===== config.mk =====
export PLATFORM = sky130hd
export DESIGN_NAME = stream_demux
export DESIGN_NICKNAME = d
export VERILOG_FILES = /design/src/rtl/stream_demux.sv
export SDC_FILE = /design/constraint.sdc
export NUM_CORES = 1
export LEC_CHECK = 0
export ABC_AREA = 1
export BUFFER_PORTS_ARGS = -buffer_cell sky130_fd_sc_hd__buf_2
export CORE_MARGIN = 2
export CORE_UTILIZATION = 49
export DETAILED_ROUTE_END_ITERATION = 10
export GPL_TIMING_DRIVEN = 0
export PLACE_DENSITY = 0.88
export SETUP_SLACK_MARGIN = 0.15
export SYNTH_ARGS = -nofsm -noshare
export SYNTH_HDL_FRONTEND = slang
export SYNTH_SLANG_ARGS = --single-unit

===== constraint.sdc =====
create_clock -name clk -period 1.5 [get_ports clk]
set_clock_uncertainty 0.05 [all_clocks]
set_input_delay 0.225 -clock clk [delete_from_list [all_inputs] [get_ports clk]]
set_output_delay 0.225 -clock clk [all_outputs]
set_load 0.1 [all_outputs]

===== src/rtl/stream_demux.sv =====
// stream_demux: registered 1-to-NCH stream demultiplexer with valid/ready
// handshaking, one single-entry buffer per output channel, a broadcast mode
// and a saturating counter of words dropped for an out-of-range select.
module stream_demux #(
    parameter int WIDTH = 8,
    parameter int NCH   = 4,
    parameter int SELW  = $clog2(NCH)
) (
    input  logic                 clk,
    input  logic                 rst,
    input  logic                 in_valid,
    output logic                 in_ready,
    input  logic [WIDTH-1:0]     in_data,
    input  logic [SELW-1:0]      in_sel,
    input  logic                 in_bcast,
    output logic [NCH-1:0]       out_valid,
    input  logic [NCH-1:0]       out_ready,
    output logic [NCH*WIDTH-1:0] out_data,
    output logic [7:0]           drop_cnt
);

    // Channel i occupies out_data[i*WIDTH +: WIDTH]; the packed layout matches.
    logic [NCH-1:0][WIDTH-1:0] data_q;
    logic [NCH-1:0]            free;
    logic [NCH-1:0]            load;
    logic                      sel_ok;
    logic                      xfer;
    logic                      drop;

    // A full buffer that is draining this cycle can accept a new word.
    assign free     = ~out_valid | out_ready;
    assign sel_ok   = int'(in_sel) < NCH;
    assign xfer     = in_valid && in_ready;
    assign drop     = xfer && !in_bcast && !sel_ok;
    assign out_data = data_q;

    // in_ready depends only on channel occupancy and routing, never on in_valid.
    always_comb begin
        // NOTE: every output of a combinational block gets a default first so no latch is inferred.
        in_ready = 1'b1;
        if (in_bcast) begin
            in_ready = &free;
        end else if (sel_ok) begin
            in_ready = free[in_sel];
        end
    end

    // Decode which buffers capture the incoming word; broadcast is all-or-none.
    always_comb begin
        load = '0;
        if (xfer) begin
            if (in_bcast) begin
                load = '1;
            end else if (sel_ok) begin
                load[in_sel] = 1'b1;
            end
        end
    end

    // Buffer valid/data registers and the saturating drop counter.
    always_ff @(posedge clk) begin
        // NOTE: sequential state is updated only with non-blocking assignments.
        if (rst) begin
            out_valid <= '0;
            // NOTE: the data registers are reset too, because out_data must read zero after reset.
            data_q    <= '0;
            drop_cnt  <= '0;
        end else begin
            for (int i = 0; i < NCH; i++) begin
                if (load[i]) begin
                    out_valid[i] <= 1'b1;
                    data_q[i]    <= in_data;
                end else if (out_valid[i] && out_ready[i]) begin
                    out_valid[i] <= 1'b0;
                end
            end
            if (drop && drop_cnt != 8'hFF) begin
                drop_cnt <= drop_cnt + 8'd1;
            end
        end
    end

endmodule

Yosys cells after proc, flatten, opt, wreduce, memory -nomap -nowiden. Index checks and enable logic that the tools add are counted.

Register bits: 36. Input bits: 18. Output and inout bits: 45. Logic and storage cells: 38.

Order comparisons: 2. Multiplexer cells: 15. Bitwise gates (word level): 2. Reductions and logical operators: 11.

Operators by type and width (number): two-way mux 1 bit (11); two-way mux 4 bit (2); nonzero test 2 bit (4); logical AND 1 bit (6); inverter 4 bit (1); bitwise OR 4 bit (1); AND reduction 4 bit (1); < comparator 2 x 3 -> 1 bit, second input constant (1); binary-select mux 1 bit (select 2 bit) (1); demux 1 bit (select 2 bit) (1); >= comparator 2 x 1 -> 1 bit, second input constant (1).

Longest topological paths before layout.
Word-level depth: 8. Mapped depth: 10. Mapped depth without buffers: 10.

Least setup slack after synthesis. No wires, ideal clock.

Path kind: register to register. Start: register out_valid[0]. End: register data_q, in the netlist out_data[24]. Library setup time: 0.065 ns. Data arrival time: 1.856 ns. Required time: 1.385 ns. Path slack: -0.472 ns. Cell stages (with the launch flop): 10. Path buffers: 1. Clock period less this slack: 1.972 ns. Cell sequence: dfxtp_1 -> inv_1 -> nor2_1 -> nand2_1 -> nand2_1 -> nor2_2 -> buf_4 -> nand4_1 -> nand2_1 -> nor2_1.

Word-level cells in the longest chain between the ends: 7. Elaborated cells on any way between the ends: 8. Classes of those cells: mux (4); bitwise (2); reduce/logical (2).

Ends and longest elaborated chain: start: declaration (line 16) `output logic [NCH-1:0] out_valid,`; start signal: assignment (line 64) `out_valid <= '0;`; start signal: indexed assignment (line 71) `out_valid[i] <= 1'b1;`; start signal: indexed assignment (line 74) `out_valid[i] <= 1'b0;`; inverter 4 bit * (line 31) `assign free = ~out_valid | out_ready;`; bitwise OR 4 bit * (line 31); binary-select mux 1 bit (select 2 bit) (line 44) `in_ready = free[in_sel];`; two-way mux 1 bit (not written as such) (line 44); two-way mux 1 bit * (line 41) `if (in_bcast) begin`; named net in_ready (line 12) `output logic in_ready,`; logical AND 1 bit * (line 33) `assign xfer = in_valid && in_ready;`; two-way mux 4 bit * (line 51) `if (xfer) begin`; end signal: indexed assignment (line 72) `data_q[i] <= in_data;`; end: declaration (line 23) `logic [NCH-1:0][WIDTH-1:0] data_q;`.

Mark *: on every way through the listed nets, which the timed path passes. The rest lies on a longest branch. The select of a mux whose other input is x is not followed. A chain may end at the register's enable or synchronous reset.

Worst setup path after layout.
Start: register out_valid[2]. End: output in_ready.

Word-level cells in the longest chain between the ends: 5. Elaborated cells on any way between the ends: 6. Classes of those cells: mux (3); bitwise (2); reduce/logical (1).

Ends and longest elaborated chain (line): inverter 4 bit * (31); bitwise OR 4 bit * (31); binary-select mux 1 bit (select 2 bit) (44); two-way mux 1 bit (not written as such) (44); two-way mux 1 bit * (41); end: declaration (12).

Every way passes the cells marked *; elsewhere a longest branch is shown, timed or not. The select of a mux whose other input is x is not followed.

==> impl_metrics.json <==
{
  "status": "finished, violations left",
  "violations": "setup timing",
  "yosysMostFrequentCell": "nor2_1",
  "synth_fa_ha_area_frac": 0,
  "dieWidth_um": 63.6,
  "combPwrFrac": 0.452,
  "grt_usage": 0.232,
  "pwr-share-seq": 0.351,
  "vias": 1851,
  "timing.final.ws_setup_ns": -0.195,
  "cts_sinks": 36,
  "avgRoutedWirePerCell_um": 12.3,
  "grt_max_degree": 12,
  "final_hold_viol_count": 0,
  "setup_viol": 1,
  "synth_commonest_cells": "83 x nor2_1, 45 x nand2_1, 36 x dfxtp_1, 32 x nand4_1, 23 x inv_1",
  "p_int_uw": 1650,
  "timing.fmax_mhz": 590,
  "ys_types": 16,
  "synth-simple-area-share": 0.461,
  "root_buffer": "clkbuf_4",
  "r2r-start": "out_valid[2]",
  "totalWireLength_um": 4570,
  "synth_area_per_cell_sq_um": 6.98,
  "drv_cap": 0,
  "synth-xor-area-share": 0,
  "crit_fanout": 2,
  "async_flop_share": 0,
  "total_power_uw": 3120,
  "yosys_warnings": 0,
  "wl_met3_um": 385,
  "p_per_area_mw_per_mm2": 1280,
  "placed_cells": 355,
  "diodes": 0,
  "dp_hpwl_um": 2910,
  "cts_buffers": 5,
  "ioPinCount": 63,
  "highest_layer": "met4",
  "synth_top_family_by_area": "simple AND/OR/NAND/NOR gates",
  "yosys.area.top_type": "dfxtp_1",
  "core_area_sq_mm": 0.00336,
  "synth-compound-area-share": 0.00504,
  "synth_mux_area_frac": 0,
  "slew-limit-headroom": 0.605,
  "min_path_type": "in -> reg",
  "start_util": 0.517,
  "synth_edf_count": 0,
  "place_area_sq_mm": 0.00213,
  "fin_util": 0.725,
  "cts_tree": "built",
  "synth-seq-area-share": 0.415,
  "via_per_inst": 4.99,
  "fin_crit_sh": 1.13,
  "firstDrtPassIters": 5,
  "irDropWorstVdd_mv": 0.729,
  "grt_antenna_before_repair": 0,
  "finalMaxSlewViolations": 0,
  "nNetsFinal": 342,
  "synth_top_area_frac": 0.415,
  "drive_gt1_frac": 0.345,
  "cts.path.max_buffers": 2,
  "worst_pin_slew_ns": 0.590,
  "n_fill_cell": 273,
  "grt_pass1_vias": 1641,
  "grt-ovfl-total": 0,
  "min-delay-start": "rst",
  "design_area_sq_mm": 0.00244,
  "clkLatencyLatePin_ns": 0.35,
  "wl_met2_um": 2180,
  "synth_cells": 249,
  "fin_cells": 371,
  "switching_share": 0.471,
  "min_period_ns": 1.69,
  "path_clk_slew_ns": 0.12,
  "row_count": 21,
  "p_switching_uw": 1470,
  "ant_nets": 0,
  "grt_pass1_wl_um": 7420,
  "syn2layout_area_growth_pct": 40.4,
  "critPathCaptureType": "output port",
  "arrival_ns": 1.42,
  "port_buffers": 53,
  "drc_errors": 0,
  "ys_top_cells_by_area": "dfxtp_1 41%, nor2_1 18%, nand4_1 12%, nand2_1 9.7%, inv_1 5.0%",
  "crit_type": "reg -> out",
  "start_kind": "register",
  "synth_seq_cells": 36,
  "synth_top_flop_cell": "dfxtp_1",
  "rsz0062_at_grt": "yes",
  "wl_met1_um": 1890,
  "p_leak_uw": 0.00126,
  "crit_start": "out_valid[2]",
  "die_y_um": 63.6,
  "drt_iter0_drc": 107,
  "die_area_sq_mm": 0.00404,
  "place.gp.congestion": 0.860,
  "clkPwrFrac": 0.197,
  "cts-htree-levels": 2,
  "syn-cell-area_sq_mm": 0.00174,
  "cp.required_ns": 1.22
}
## stage by stage
stage	TNS, ns	hold WS (ns)	setup slack, ns
final	-0.195	0.0439	-0.195
after global routing	-1.94	0.0460	-0.258
after CTS	-0.198	0.0322	-0.198
after detailed placement	-3.35	0.405	-0.347
after global placement	-2.84	0.397	-0.344
after floorplan	0	0.238	0.0191
## final timing paths
path,end,slack [ns],depth (start not counted)
max,in_ready,-0.19,7
min,out_valid[2],0.04,2
max reg2reg,out_data[14],0.01,11
min reg2reg,out_data[1],0.43,2
## power by group through the flow
stage | Sequential [uW] | Combinational (uW) | Clock (uW)
after floorplan | 1740 | 450 | 0
after global placement | 1110 | 1250 | 0
after detailed placement | 1110 | 1260 | 0
after CTS | 1090 | 1390 | 621
after global routing | 1110 | 1470 | 667
final | 1090 | 1410 | 613
## cell families after synthesis
logic type      count (synthesis)
compound gates                  1
buf+inv                        43
flops                          36
other cells                     1
simple gates                  168
## state kept, by name, summed over array words and instances, names as in the netlist
| register | flops |
|---|---|
| out_data | 32 |
| out_valid | 4 |
## layout make-up
| class | count | area, sq um | area share |
|---|---|---|---|
| Buffer | 18 | 129 | 0.0528 |
| Clock buffer | 7 | 66.3 | 0.0272 |
| Clock inverter | 1 | 5.00 | 0.00205 |
| Inverter | 25 | 93.8 | 0.0385 |
| Multi-Input combinational cell | 181 | 936 | 0.384 |
| Sequential cell | 36 | 736 | 0.302 |
| Tap cell | 46 | 57.6 | 0.0236 |
| Timing Repair Buffer | 57 | 417 | 0.171 |
## critical path: stages (launching register included)
cell and delay, ns:
dfxtp_4 0.36, nand2_2 0.07, nor2_2 0.05, nor2_1 0.09
nand2_1 0.09, nor2_4 0.13, buf_12 0.12, buf_12 0.16
## metal layers
layer	vias up	GRT usage
met5	-	0
met2	86	0.391
li1	923	-
met1	831	0.280
met3	11	0.0464
met4	0	0.117
## timing repair
action / in CTS / in global routing
pin swaps: 24 / 10
cloned: 4 / 0
setup buffers: 4 / 0
hold buffers: 0 / 0
resized for setup: 46 / 10
endpoints found under the setup margin: 73 / 37
endpoints found under the hold margin: 0 / 0
## layout by cell type, fill, tap and decap left out, drive strengths merged
cell,Yosys,final
conb,1,8
o21ai,1,1
dfxtp,36,36
clkinv,0,1
nand3,1,1
nand4,32,32
clkbuf,1,8
inv,25,25
nor2,88,92
nand2,47,47
buf,17,74
Power figures use the tool's default switching activity.
